===== config.mk =====
export PLATFORM = sky130hd
export DESIGN_NAME = tvm_window_reader
export DESIGN_NICKNAME = d
export VERILOG_FILES = /design/src/rtl/tvm_window_reader_pkg.sv /design/src/rtl/tvm_skid_fifo.sv /design/src/rtl/tvm_window_reader.sv
export SDC_FILE = /design/constraint.sdc
export NUM_CORES = 1
export LEC_CHECK = 0
export CAP_MARGIN = 20
export CORE_UTILIZATION = 40
export DETAILED_ROUTE_END_ITERATION = 7
export PLACE_DENSITY = 0.65
export SYNTH_ARGS = -nofsm -noshare
export SYNTH_HDL_FRONTEND = slang
export SYNTH_SLANG_ARGS = --single-unit

===== constraint.sdc =====
create_clock -name clk -period 3.3 [get_ports clk]
set_input_delay 0.66 -clock clk [delete_from_list [all_inputs] [get_ports clk]]
set_output_delay 0.66 -clock clk [all_outputs]
set_load 0.03 [all_outputs]

===== src/rtl/tvm_window_reader_pkg.sv =====
`default_nettype none
// ============================================================================
//  Module      : tvm_window_reader_pkg
//  Description : Shared types and constants for the window reader: FSM state
//                encoding and the output FIFO depth.
//  Revision    : 1.0 - initial release
// ============================================================================
package tvm_window_reader_pkg;

    // Depth of the output FIFO; the read credit rule is sized against it.
    localparam int FIFO_DEPTH = 2;
    // Width of the FIFO occupancy count (0..FIFO_DEPTH).
    localparam int FIFO_CNT_W = 2;

    typedef enum logic [2:0] {
        ST_IDLE       = 3'd0,
        ST_WAIT_VALID = 3'd1,
        ST_READ       = 3'd2,
        ST_ADVANCE    = 3'd3,
        ST_SETTLE     = 3'd4
    } state_e;

endpackage
`default_nettype wire


===== src/rtl/tvm_skid_fifo.sv =====
`default_nettype none
// ============================================================================
//  Module      : tvm_skid_fifo
//  Description : Two-entry FIFO with valid/ready on both sides. Entry 0 is
//                always the head, so the output is a register and stays
//                stable while the sink stalls.
//  Revision    : 1.0 - initial release
// ============================================================================
module tvm_skid_fifo
    import tvm_window_reader_pkg::*;
#(
    parameter int WIDTH = 257
) (
    input  logic                  clk,
    input  logic                  rst,
    input  logic                  in_valid,
    output logic                  in_ready,
    input  logic [WIDTH-1:0]      in_data,
    output logic                  out_valid,
    input  logic                  out_ready,
    output logic [WIDTH-1:0]      out_data,
    output logic [FIFO_CNT_W-1:0] count
);

    logic [WIDTH-1:0]      mem_q [FIFO_DEPTH];
    logic [WIDTH-1:0]      mem_d [FIFO_DEPTH];
    logic [FIFO_CNT_W-1:0] count_q;
    logic [FIFO_CNT_W-1:0] count_d;
    logic                  push;
    logic                  pop;

    assign in_ready  = (count_q != FIFO_CNT_W'(FIFO_DEPTH));
    assign out_valid = (count_q != '0);
    assign out_data  = mem_q[0];
    assign count     = count_q;
    assign push      = in_valid & in_ready;
    assign pop       = out_valid & out_ready;

    // Next-state: shift entry 1 to the head on pop, write the new entry into
    // the first slot that is free after the pop.
    always_comb begin
        mem_d = mem_q;
        if (pop) begin
            mem_d[0] = mem_q[1];
        end
        if (push) begin
            if ((count_q == 2'd0) || (pop && (count_q == 2'd1))) begin
                mem_d[0] = in_data;
            end else begin
                mem_d[1] = in_data;
            end
        end
        count_d = count_q + {1'b0, push} - {1'b0, pop};
    end

    // Storage and occupancy registers; reset empties the FIFO and zeroes data.
    always_ff @(posedge clk or negedge rst) begin
        if (!rst) begin
            mem_q[0] <= '0;
            mem_q[1] <= '0;
            count_q  <= '0;
        end else begin
            mem_q[0] <= mem_d[0];
            mem_q[1] <= mem_d[1];
            count_q  <= count_d;
        end
    end

endmodule
`default_nettype wire


===== src/rtl/tvm_window_reader.sv =====
`default_nettype none
// ============================================================================
//  Module      : tvm_window_reader
//  Description : Reads RD_WINDOW consecutive entries from a windowed buffer,
//                streams them out through a 2-entry FIFO under a read-credit
//                scheme, then pulses buf_read_advance to retire the window.
//                Optional macro TVM_WINDOW_READER_STATS_EN adds the
//                window_count output (advance pulses, wrapping).
//  Revision    : 1.0 - initial release
// ============================================================================
module tvm_window_reader
    import tvm_window_reader_pkg::*;
#(
    parameter int DATA_WIDTH    = 256,
    parameter int CNTR_WIDTH    = 10,
    parameter int RD_WINDOW     = 8,
    parameter int RD_ADDR_WIDTH = 3
) (
    input  logic                     clk,
    input  logic                     rst,
    input  logic                     enable,
    input  logic                     buf_read_valid,
    input  logic [DATA_WIDTH-1:0]    buf_read_data,
    output logic                     buf_read_ready,
    output logic [RD_ADDR_WIDTH-1:0] buf_read_addr,
    output logic                     buf_read_advance,
    output logic                     out_valid,
    input  logic                     out_ready,
    output logic [DATA_WIDTH-1:0]    out_data,
    output logic                     out_last
`ifdef TVM_WINDOW_READER_STATS_EN
    ,
    output logic [CNTR_WIDTH-1:0]    window_count
`endif
);

    // Parameter sanity: the offset counter must wrap exactly at the window.
    generate
        if (RD_WINDOW != (1 << RD_ADDR_WIDTH)) begin : g_bad_window
            $error("RD_WINDOW must equal 2**RD_ADDR_WIDTH");
        end
        if (CNTR_WIDTH < 1) begin : g_bad_cntr
            $error("CNTR_WIDTH must be at least 1");
        end
    endgenerate

    state_e                   state_q;
    state_e                   state_d;
    logic [RD_ADDR_WIDTH-1:0] offset_q;
    logic [RD_ADDR_WIDTH-1:0] offset_d;
    logic                     inflight_q;
    logic                     inflight_d;
    logic                     inflight_last_q;
    logic                     inflight_last_d;

    logic [FIFO_CNT_W-1:0]    fifo_count;
    logic                     fifo_in_ready;
    logic                     fifo_push;
    logic                     pop;
    logic [2:0]               occupancy;
    logic                     credit_ok;
    logic                     issue;
    logic                     offset_is_last;

    // A read may issue only if the entry it returns is guaranteed a FIFO slot:
    // stored entries plus the read still on the bus, less this cycle's pop.
    assign pop            = out_valid & out_ready;
    assign occupancy      = {1'b0, fifo_count} + {2'b00, inflight_q};
    assign credit_ok      = (occupancy - {2'b00, pop}) < 3'(FIFO_DEPTH);
    assign issue          = (state_q == ST_READ) && credit_ok;
    assign offset_is_last = (offset_q == RD_ADDR_WIDTH'(RD_WINDOW - 1));

    assign buf_read_ready   = issue;
    assign buf_read_addr    = issue ? offset_q : '0;
    assign buf_read_advance = (state_q == ST_ADVANCE);

    // Window pass sequencing; a pass, once in READ, always runs to ADVANCE.
    always_comb begin
        state_d = state_q;
        case (state_q)
            ST_IDLE:       if (enable)                  state_d = ST_WAIT_VALID;
            ST_WAIT_VALID: if (buf_read_valid)          state_d = ST_READ;
            ST_READ:       if (issue && offset_is_last) state_d = ST_ADVANCE;
            ST_ADVANCE:                                 state_d = ST_SETTLE;
            ST_SETTLE:     state_d = enable ? ST_WAIT_VALID : ST_IDLE;
            default:                                    state_d = ST_IDLE;
        endcase
    end

    // Offset walks the window; the in-flight flag marks data due next cycle.
    always_comb begin
        offset_d = offset_q;
        if (issue) begin
            offset_d = offset_is_last ? '0 : offset_q + 1'b1;
        end
        inflight_d      = issue;
        inflight_last_d = issue & offset_is_last;
    end

    // Read-side state registers.
    always_ff @(posedge clk or negedge rst) begin
        if (!rst) begin
            state_q         <= ST_IDLE;
            offset_q        <= '0;
            inflight_q      <= 1'b0;
            inflight_last_q <= 1'b0;
        end else begin
            state_q         <= state_d;
            offset_q        <= offset_d;
            inflight_q      <= inflight_d;
            inflight_last_q <= inflight_last_d;
        end
    end

    // Credit guarantees a free slot, so in_ready is always high on capture.
    assign fifo_push = inflight_q & fifo_in_ready;

    tvm_skid_fifo #(
        .WIDTH (DATA_WIDTH + 1)
    ) u_fifo (
        .clk       (clk),
        .rst       (rst),
        .in_valid  (fifo_push),
        .in_ready  (fifo_in_ready),
        .in_data   ({inflight_last_q, buf_read_data}),
        .out_valid (out_valid),
        .out_ready (out_ready),
        .out_data  ({out_last, out_data}),
        .count     (fifo_count)
    );

`ifdef TVM_WINDOW_READER_STATS_EN
    logic [CNTR_WIDTH-1:0] window_count_q;
    logic [CNTR_WIDTH-1:0] window_count_d;

    // One count per retired window, wrapping naturally.
    always_comb begin
        window_count_d = window_count_q;
        if (state_q == ST_ADVANCE) begin
            window_count_d = window_count_q + 1'b1;
        end
    end

    // Window counter register.
    always_ff @(posedge clk or negedge rst) begin
        if (!rst) begin
            window_count_q <= '0;
        end else begin
            window_count_q <= window_count_d;
        end
    end

    assign window_count = window_count_q;
`endif

endmodule
`default_nettype wire


# Yosys cells after proc, flatten, opt, wreduce, memory -nomap -nowiden
# Index checks and enable logic that the tools add are counted.
# op_classes
addsub,5
order_cmp,1
eq_ne,10
n_mux,11
bitwise,5
reduce_logical,9
# ops
op,count
$mux W257,3
$mux W514,1
$mux W3,5
$pmux W3 S5,1
$eq A3 B2 Y1 const B,2
$eq A3 B3 Y1 const B,2
$ne A2 B2 Y1 const B,3
$and A1 B1 Y1,4
$add A2 B1 Y3,1
$add A3 B1 Y3 const B,1
$eq A3 B1 Y1 const B,1
$logic_and A1 B1 Y1,3
$logic_not A3 Y1,1
$lt A3 B2 Y1 const B,1
$reduce_and A3 Y1,1
$sub A3 B1 Y3,1
$add A2 B1 Y2,1
$eq A2 B1 Y1 const B,1
$logic_not A2 Y1,1
$ne A2 B1 Y1 const B,1
$reduce_and A2 Y1,1
$reduce_bool A2 Y1,1
$sub A2 B1 Y2,1
$logic_or A1 B1 Y1,1
2 further kinds,2
# word_totals
ff_bits,524
in_bits,261

# Logic depth before layout (Yosys ltp)
# Gate-level depths: netlist of run 1.
# logic_depth
word_depth,8
depth_mapped,8
ltp_nobuf,7

# Modules after synthesis
# A second synthesis of run 1 with hierarchy kept.
# unflattened
cells_unflattened,1679
area_unflattened_um2,24652.4
# modules_own_cells
mod,instances,cells_each,area_per_inst_um2,seq_area_each_um2
tvm_skid_fifo,1,1643,24215.7,12912.4
tvm_window_reader,1,36,436.7,200.2

# Worst setup path before layout of run 1
# Ideal clock, no wire load.
# synth_timing
kind,input to output
startpoint,in out_ready
endpoint,out buf_read_addr[0]
t_arrival_ns,2.581
required_ns,2.640
path_slack_ns,0.059
cell_stages,7
path_buffers,0
path_cell_list,nand2b_1 nand2_1 nand2_1 fa_1 xor2_1 nor4b_4 and2_1
# synth_via
elab_chain_cells,5
# synth_rtl
item,line,text
from (decl),tvm_window_reader.sv:28,"input logic out_ready,"
$and A1 B1 Y1,tvm_window_reader.sv:67,assign pop = out_valid & out_ready;
$sub A3 B1 Y3,tvm_window_reader.sv:69,"assign credit_ok = (occupancy - {2'b00, pop}) < 3'(FIFO_DEPTH);"
$lt A3 B2 Y1,tvm_window_reader.sv:69,
$logic_and A1 B1 Y1,tvm_window_reader.sv:70,assign issue = (state_q == ST_READ) && credit_ok;
via buf_read_ready,tvm_window_reader.sv:24,"output logic buf_read_ready,"
$mux W3,tvm_window_reader.sv:74,assign buf_read_addr = issue ? offset_q : '0;
to (decl),tvm_window_reader.sv:25,"output logic [RD_ADDR_WIDTH-1:0] buf_read_addr,"
# The timed path passes the listed nets, and every way through them passes these cells.

# Worst setup path after layout of run 1
# layout_timing
startpoint,"reg u_fifo.count_q[0], in the netlist u_fifo.count[0]"
endpoint,out buf_read_addr[2]
# layout_via
elab_chain_cells,6
word_cells_on_any_way,7
# layout_rtl
item,line,text
from (decl),tvm_skid_fifo.sv:27,logic [FIFO_CNT_W-1:0] count_q;
from (signal assigned),tvm_skid_fifo.sv:65,count_q <= count_d;
branches (longest 2 deep; another with $add A2 B1 Y3),n/a,
$sub A3 B1 Y3 *,tvm_window_reader.sv:69,
$lt A3 B2 Y1 *,tvm_window_reader.sv:69,
$logic_and A1 B1 Y1 *,tvm_window_reader.sv:70,
$mux W3 *,tvm_window_reader.sv:74,
# Every way passes the cells marked *.

==> metrics.md, run 1 <==
| Metric | Value |
|---|---|
| F_max | 306 MHz |
| Seq/Total Area, Yosys | 0.533 |
| Dpl cells | 2,693 |
| Die area | 62,500 sq um |
| Critical Path Source Type | flip-flop |
| Die height | 250 um |
| Vias per cell | 4.88 |
| Peak supply drop | 0.584 mV |
| Congestion Overflow GR | 0 |
| Worst path most repeated cell | nand2_2 |
| Clock root cell | clkbuf_16 |
| Crit path DAT | 2.60 ns |
| Clk slew on worst S/H paths | 0.06 ns |
| Slew @ Worst Pin | 0.742 ns |
| Post-synth net total | 1,940 |
| Cell Area, Synth | 24,600 sq um |
| Synth Area per Inst | 14.7 sq um |
| H-Tree Depth | 2 |
| CP top delay family | simple AND/OR/NAND/NOR gates |
| Clock Path Buffers | 3 |
| Dpl ws | -0.244 ns |
| Clock Latency Late Sink | 0.60 ns |
| Via Count | 13.8k |
| DRC Markers | 0 |
| Number of global-route vias before repair | 15.1k |
| Leak pwr | 14.5 nW |
| Number of library cell types mapped by synthesis | 23 |
| Synth top area cells | dfrtp_1, mux2_2, buf_4 |
| TritonCTS clock tree | built |
| CP Max Fanout | 5 |
| Detailed placement HPWL | 39,900 um |
| Warnings, synthesis | 0 |
| CP max stage delay | 0.42 ns |
| Largest net degree at the start of global routing | 90 |
| Drt wl/cell | 20.2 um |
| RSZ-0062 raised after global routing | yes |
| Fin crit period | 3.26 ns |
| Setup violations, final | 0 |
| Buffers and inverters on the worst path | 2 |
| Largest area contributor in the netlist | dfrtp_1 |
| TritonCTS Buffers | 58 |
| Final Skew | 0.0140 ns |
| Synth Instances | 1,674 |
| Share of cells above drive strength 1 | 0.470 |
| Top cell type's share of synthesized area | 0.533 |
| Max_cap viols | 0 |
| Fin nets | 2,256 |
| Most frequent cells after synthesis | mux2_2, dfrtp_1, buf_4 |
| Crit-path slowest cell | dfrtp_2 |
| Die Width | 250 um |
| Router iterations before antenna repair | 4 |
| Slew Limit Fails | 0 |
| Final core occ | 0.515 |
| Gp weighted congestion | 0.770 |
| Initial Utilization | 0.406 |
| Placement Rows | 90 |
| Routed Antenna Nets | 0 |
| CTS sink count | 524 |
| Area grow syn2layout | 26.7% |
| First-pass GRT wire length | 88,300 um |
| Worst hold path type | primary input to asynchronous set/reset pin |
| Status | finished, final reports clean |
| Critical-path cell list | nand3b_1 -> nand2_2 -> nand2_2 -> fa_2 -> xor2_2 -> nor4b_4 -> buf_6 -> and2_4 -> buf_12 |
| Rel. slew slack | 0.505 |
| Number of synthesized flops with an enable pin | 0 |
| # port buffers | 523 |
| Element type at the critical path end | output port |
| Final hold violation count | 0 |
| WL final | 57,000 um |
| Cts-stage hold buffer count | 0 |
| Initial antenna violation count | 12 |
| Min Hold Slack | 0.0804 ns |
| Most frequent cell after synthesis | mux2_2 |
| Finished Layout Cells | 2,822 |
| Critical path required time | 2.64 ns |
| Pwr per Cell Area | 996 nW/um^2 |
| Critical path class | flip-flop to output port |
| Ports | 524 |
| Final period util | 0.989 |
| Overall power | 31.1 mW |
| GRT Total Usage | 0.181 |
| CORE AREA | 60,600 sq um |
| Ys flop type | dfrtp_1 |
| Asr flop ratio synth | 1.00 |
| Yosys reg bits | 524 |
| Setup WS post-layout | 0.0357 ns |
| First DRT Iteration DRCs | 401 |
==> area by class of cell <==
class | instances | area [sq um]
Clock inverter | 14 | 108
Timing Repair Buffer | 597 | 6130
Multi-Input combinational cell | 805 | 9050
Tap cell | 782 | 978
Clock buffer | 93 | 1790
Antenna cell | 3 | 7.51
Fill cell | 5095 | 29400
Inverter | 4 | 15.0
Sequential cell | 524 | 13100
==> what timing repair did <==
item	CTS	global route
gates resized for setup	13	5
endpoints found under the setup margin	4	6
buffers inserted	21	0
pin swaps	4	0
==> cells by family after synthesis <==
logic type                 Yosys count  synth area share
muxes                              775             0.355
AOI/OAI and AO/OA                    5           0.00173
xor gates and xnor gates             2          0.000712
and+or+nand+nor                     18           0.00452
buffers and inverters              345             0.103
adders and majority gates            5           0.00285
DFF                                524             0.533
==> power by group <==
group	total [mW]	switching (mW)	internal, mW
clock	6.32	2.56	3.76
sequential	10.8	1.44	9.37
combinational	13.9	6.56	7.36
total	31.1	10.6	20.5
==> worst paths after layout <==
| path | end | from | cells past startpoint | slack (ns) |
|---|---|---|---|---|
| min in group clk | u_fifo.mem_q[123] | u_fifo.mem_q[123] | 1 | 0.50 |
| max in group asynchronous | u_fifo.mem_q[42] | rst | 2 | 2.24 |
| hold / removal | u_fifo.out_data[247] | rst | 1 | 0.08 |
| hold reg to reg | u_fifo.mem_q[123] | u_fifo.mem_q[123] | 1 | 0.50 |
| setup reg to reg | u_fifo.count[1] | u_fifo.count[0] | 23 | 0.06 |
| setup / recovery | buf_read_addr[2] | u_fifo.count[0] | 9 | 0.04 |
==> worst reg2reg max path, stage by stage, from the launching register on <==
cell      delay [ns]
dfrtp_2         0.42
buf_6           0.13
nand2b_4        0.06
nand2_2         0.07
buf_6           0.12
buf_4           0.12
buf_4           0.12
buf_4           0.12
buf_4           0.12
buf_4           0.12
buf_4           0.12
buf_4           0.12
buf_4           0.12
buf_4           0.12
buf_4           0.12
buf_4           0.12
buf_4           0.12
buf_4           0.12
buf_4           0.12
buf_4           0.12
buf_4           0.12
buf_4           0.13
ha_4            0.16
xor2_2          0.17
==> sequential cells by signal (all words and copies together), names as in the netlist <==
signal	flops
state_q	3
u_fifo.out_data	257
u_fifo.mem_q	257
inflight_q	1
u_fifo.count	2
inflight_last_q	1
offset_q	3
==> stage by stage <==
stage / instance area [sq um] / TNS [ns]
after floorplan: 24600 / 0
after global placement: 29100 / -0.665
after detailed placement: 29100 / -0.722
after CTS: 31200 / 0
after global routing: 31200 / -0.264
final: 31200 / 0
==> cell usage in the layout (no fill, tap or decap), types with 2 or more instances in the layout <==
| cell | n |
|---|---|
| clkbuf_16 | 61 |
| clkinv_2 | 9 |
| nor2_1 | 4 |
| diode_2 | 3 |
| dfrtp_1 | 523 |
| buf_12 | 27 |
| buf_6 | 3 |
| mux2_2 | 774 |
| xor2_2 | 2 |
| inv_1 | 3 |
| clkbuf_1 | 18 |
| clkbuf_8 | 14 |
| nand2_2 | 2 |
| ha_1 | 3 |
| buf_4 | 48 |
| nand2_1 | 2 |
| and2_4 | 3 |
| clkinv_4 | 2 |
| nand3b_1 | 2 |
| clkinvlp_4 | 2 |
| clkdlybuf4s50_1 | 517 |
==> per-layer routing <==
layer | part of all wire | global-route usage | routed length (um) | vias up
met1 | 0.40 | 0.215 | 22900 | 7048
met5 | 0.0020 | 0 | 114 | -
li1 | - | - | - | 6271
met4 | 0.018 | 0.0412 | 1040 | 16
met2 | 0.50 | 0.315 | 28500 | 355
met3 | 0.077 | 0.0630 | 4390 | 86
Note: power is estimated with default switching activity, not from simulation.
==> inputs of run 2 (changes only) <==
clock period = 3.51 ns   (was 3.3 ns; I/O delays follow)
==> metrics.md, run 2 (same netlist as run 1, synthesis figures left out) <==
| Metric | Value |
|---|---|
| Status | finished, final reports clean |
| First-pass GRT wire length | 86,400 um |
| Most common cell after layout, fill and taps aside | mux2_2 |
| Crit path DAT | 2.62 ns |
| Area grow syn2layout | 26.1% |
| Die Width | 250 um |
| DRC Markers | 0 |
| Leak pwr | 14.5 nW |
| Peak supply drop | 0.614 mV |
| Ports | 524 |
| Die height | 250 um |
| CORE AREA | 60,600 sq um |
| Vias per cell | 4.85 |
| F_max | 301 MHz |
| Setup WS post-layout | 0.188 ns |
| Final period util | 0.946 |
| GRT Total Usage | 0.178 |
| Initial Utilization | 0.406 |
| CP Max Fanout | 5 |
| Element type at the critical path end | output port |
| Final Skew | 0.0246 ns |
| Commonest cells after routing, fill and taps aside | mux2_2, dfrtp_1, clkdlybuf4s50_1, clkbuf_16, buf_4 |
| Initial antenna violation count | 13 |
| Share of cells above drive strength 1 | 0.467 |
| Clk slew on worst S/H paths | 0.06 ns |
| Number of global-route vias before repair | 14.7k |
| Largest net degree at the start of global routing | 105 |
| Critical path required time | 2.81 ns |
| Fin crit period | 3.32 ns |
| Cts-stage hold buffer count | 0 |
| Congestion Overflow GR | 0 |
| TritonCTS Buffers | 58 |
| Slew @ Worst Pin | 0.873 ns |
| Worst hold path type | primary input to asynchronous set/reset pin |
| Via Count | 13.6k |
| Clock Path Buffers | 3 |
| Setup violations, final | 0 |
| Crit-path slowest cell | dfrtp_2 |
| Overall power | 29.4 mW |
| Router iterations before antenna repair | 4 |
| Critical-path cell list | nand3b_1 -> nand2_2 -> nand2_1 -> fa_2 -> xor2_1 -> nor4b_4 -> buf_6 -> and2_4 -> buf_12 |
| Slew Limit Fails | 0 |
| Dpl ws | -0.117 ns |
| CTS sink count | 524 |
| Gp weighted congestion | 0.766 |
| Critical Path Source Type | flip-flop |
| Drt wl/cell | 20.0 um |
| Critical path class | flip-flop to output port |
| Clock Latency Late Sink | 0.60 ns |
| Placement Rows | 90 |
| H-Tree Depth | 2 |
| TritonCTS clock tree | built |
| Final hold violation count | 0 |
| RSZ-0062 raised after global routing | no |
| Clock root cell | clkbuf_16 |
| # port buffers | 523 |
| Rel. slew slack | 0.416 |
| WL final | 55,900 um |
| First DRT Iteration DRCs | 434 |
| Die area | 62,500 sq um |
| Max_cap viols | 0 |
| CP max stage delay | 0.43 ns |
| Detailed placement HPWL | 38,900 um |
| Fin nets | 2,231 |
| Routed Antenna Nets | 0 |
| Pwr per Cell Area | 946 nW/um^2 |
[run 2: changes by cell type in the layout (fill, tap and decap cells not counted), moves of 3 or more]
cell,before,now
bufinv_16,1,6
inv_6,0,3
clkinv_2,9,12
buf_12,27,20
clkbuf_1,18,7
clkbuf_8,14,18
buf_4,48,32
[run 2: worst max-delay path: cells and delay by family, from the launching register on]
kind	cells	cell delay (ns)
simple gates	5	0.76
flops	1	0.43
fa+ha+maj	1	0.36
buf+inv	2	0.29
xor+xnor	1	0.17
[run 2: timing repair]
item                       CTS  global route
setup endpoints to repair    3             4
gates resized for setup      6             4
pin swaps                    0             3
setup buffers                0             3
[run 2: power breakdown]
group | switching [mW] | leakage (nW) | internal [mW]
sequential | 1.35 | 6.88 | 8.81
combinational | 6.09 | 6.56 | 6.78
clock | 2.45 | 1.02 | 3.90
total | 9.88 | 14.5 | 19.5
[run 2: cell type report]
cell class                      instances  area [sq um]
Sequential cell                       524         13100
Antenna cell                            4          10.0
Multi-Input combinational cell        805          9020
Clock inverter                         24           298
Tap cell                              782           978
Inverter                                4          15.0
Timing Repair Buffer                  572          5850
Clock buffer                           84          1750
Fill cell                            5168         29500
[run 2: worst paths after layout]
check,startpoint,endpoint,slack (ns),cells past startpoint
setup reg to reg,u_fifo.count[1],u_fifo.out_data[143],0.91,5
min in group clk,state_q[1],state_q[0],0.50,1
hold reg to reg,state_q[1],state_q[0],0.50,1
max in group asynchronous,rst,u_fifo.mem_q[45],2.38,2
setup / recovery,u_fifo.count[0],buf_read_addr[2],0.19,9
hold / removal,rst,u_fifo.mem_q[138],0.13,1
[run 2: per-layer routing]
metal,share of wire,GRT usage,up-vias
li1,-,-,6240
met1,0.39,0.205,6881
met3,0.089,0.0714,92
met5,0.0023,0,-
met2,0.50,0.306,339
met4,0.020,0.0468,18
[run 2: stage by stage]
stage          std cells  setup TNS (ns)  cell area [sq um]  hold WS, ns  utilization
2_1_floorplan       1674               0              24600        0.406            -
3_3_place_gp        2684          -0.165              28900        0.481        0.477
3_5_place_dp        2684          -0.207              28900        0.490        0.477
4_1_cts             2792         -0.0249              31000        0.122        0.512
5_1_grt             2797               0              31000        0.156        0.512
6_report            2799               0              31000        0.134        0.512
==> inputs of run 3 (changes only) <==
CORE_MARGIN = 4   (was unset)
CTS_BUF_LIST = sky130_fd_sc_hd__clkbuf_8 sky130_fd_sc_hd__clkbuf_16   (was unset)
==> metrics.md, run 3 (same netlist as run 1, synthesis figures left out) <==
| Metric | Value |
|---|---|
| Placement Rows | 90 |
| F_max | 298 MHz |
| Comb pwr share | 0.446 |
| Dpl cells | 2,690 |
| Met3 wire len | 4650 um |
| Status | finished, final reports clean |
| Die height | 256 um |
| Slew @ Worst Pin | 0.642 ns |
| Critical Path Source Type | flip-flop |
| Final period util | 0.957 |
| Leak pwr | 14.5 nW |
| Post-DP Area | 28,900 sq um |
| Drt wl/cell | 20.2 um |
| Routed Antenna Nets | 0 |
| First DRT Iteration DRCs | 377 |
| Clock root cell | clkbuf_16 |
| Number of global-route vias before repair | 15.1k |
| Clock Path Buffers | 3 |
| Peak supply drop | 0.518 mV |
| Critical-path cell list | nand3b_1 -> nand2_2 -> nand2_1 -> fa_2 -> xor2_1 -> nor4b_4 -> buf_4 -> and2_1 -> buf_6 |
| CORE AREA | 60,600 sq um |
| TritonCTS Buffers | 57 |
| Gp weighted congestion | 0.771 |
| Seq pwr share | 0.352 |
| Via Count | 13.7k |
| Max_cap viols | 0 |
| Area grow syn2layout | 25.5% |
| Final hold violation count | 0 |
| Most common cell after layout, fill and taps aside | mux2_2 |
| Clock power frac | 0.202 |
| # port buffers | 523 |
| RSZ-0062 raised after global routing | no |
| First-pass GRT wire length | 88,300 um |
| TritonCTS clock tree | built |
| Clock Latency Late Sink | 0.59 ns |
| Min Hold Slack | 0.0872 ns |
| Post-Layout Inst Area | 30,900 sq um |
| Clk slew on worst S/H paths | 0.06 ns |
| CP top delay family | simple AND/OR/NAND/NOR gates |
| Critical path required time | 2.81 ns |
| Router iterations before antenna repair | 4 |
| Commonest cells after routing, fill and taps aside | mux2_2, dfrtp_1, clkdlybuf4s50_1, clkbuf_16, buf_4 |
| Internal cell power | 19.1 mW |
| Vias per cell | 4.86 |
| H-Tree Depth | 2 |
| Crit path DAT | 2.66 ns |
| Initial antenna violation count | 15 |
| Critical path class | flip-flop to output port |
| GRT Total Usage | 0.169 |
| Element type at the critical path end | output port |
| Die area | 65,600 sq um |
| CP max stage delay | 0.45 ns |
| Initial Utilization | 0.406 |
| Ports | 524 |
| Buffers and inverters on the worst path | 2 |
| Fillers | 5,103 |
| CP Max Fanout | 5 |
| Max Used Layer | met5 |
| CTS sink count | 524 |
| DRC Markers | 0 |
| M1 wire length | 22,100 um |
| Worst hold path type | primary input to asynchronous set/reset pin |
| Setup violations, final | 0 |
| Share of cells above drive strength 1 | 0.462 |
| Finished Layout Cells | 2,807 |
| Slew Limit Fails | 0 |
| Pwr per Cell Area | 936 nW/um^2 |
| Rel. slew slack | 0.572 |
| WL final | 56,700 um |
| Die Width | 256 um |
| Detailed placement HPWL | 40,300 um |
| Fin nets | 2,235 |
| Met2 Routed Length | 28,200 um |
| Final Skew | 0.0150 ns |
| Switching Fraction | 0.341 |
| Cts-stage hold buffer count | 0 |
| Crit-path slowest cell | dfrtp_2 |
| Largest net degree at the start of global routing | 92 |
| Fin crit period | 3.36 ns |
| Sw Pwr | 9.85 mW |
| Congestion Overflow GR | 0 |
run 3: final timing paths:
path | to | slack, ns | from | cells past startpoint
max in group asynchronous | u_fifo.out_data[69] | 2.56 | rst | 2
min in group clk | state_q[0] | 0.50 | state_q[1] | 1
worst max register to register | offset_q[0] | 1.13 | u_fifo.count[0] | 9
worst min register to register | state_q[0] | 0.50 | state_q[1] | 1
worst min-delay path | u_fifo.out_data[194] | 0.09 | rst | 1
worst max-delay path | buf_read_addr[0] | 0.15 | u_fifo.count[0] | 9
run 3: cell type report:
cell class	count	area [sq um]	area share
Antenna cell	8	20.0	0.000648
Clock buffer	70	1630	0.0527
Clock inverter	37	245	0.00794
Inverter	4	15.0	0.000486
Multi-Input combinational cell	805	9010	0.292
Sequential cell	524	13100	0.425
Tap cell	782	978	0.0317
Timing Repair Buffer	577	5870	0.190
run 3: worst reg2reg max path, stage by stage (launching register included):
cell	delay (ns)
dfrtp_2	0.45
nand3b_1	0.21
nand2_2	0.09
nand2_1	0.07
fa_2	0.35
xor2_1	0.17
nor4b_4	0.26
buf_4	0.19
buf_4	0.15
mux2_2	0.33
run 3: routing by layer:
metal,global-route usage,up-vias
met5,0,-
met4,0.0550,10
met3,0.0666,100
met2,0.292,354
met1,0.194,6960
li1,-,6232
run 3: power by group through the flow:
| stage | clock (mW) | sequential, mW | combinational (mW) |
|---|---|---|---|
| after detailed placement | 0 | 10.3 | 13.0 |
| after CTS | 6.07 | 10.2 | 13.0 |
| final | 5.85 | 10.2 | 12.9 |
| after global placement | 0 | 10.1 | 12.7 |
| after floorplan | 0 | 9.79 | 10.6 |
| after global routing | 6.31 | 10.5 | 13.7 |
run 3: timing repair:
action | CTS | global route
resized for setup | 5 | 5
endpoints found under the setup margin | 3 | 3
setup buffers | 0 | 2
pin swaps | 0 | 2
run 3: metrics by stage:
| step | setup TNS, ns | worst slack, ns | utilization | total power [mW] |
|---|---|---|---|---|
| after floorplan | 0 | 0.185 | - | 20.4 |
| after global placement | -0.0120 | -0.00743 | 0.478 | 22.8 |
| after detailed placement | -0.123 | -0.0497 | 0.478 | 23.3 |
| after CTS | 0 | 0.00718 | 0.509 | 29.3 |
| after global routing | 0 | 0.0102 | 0.510 | 30.5 |
| final | 0 | 0.152 | 0.510 | 28.9 |
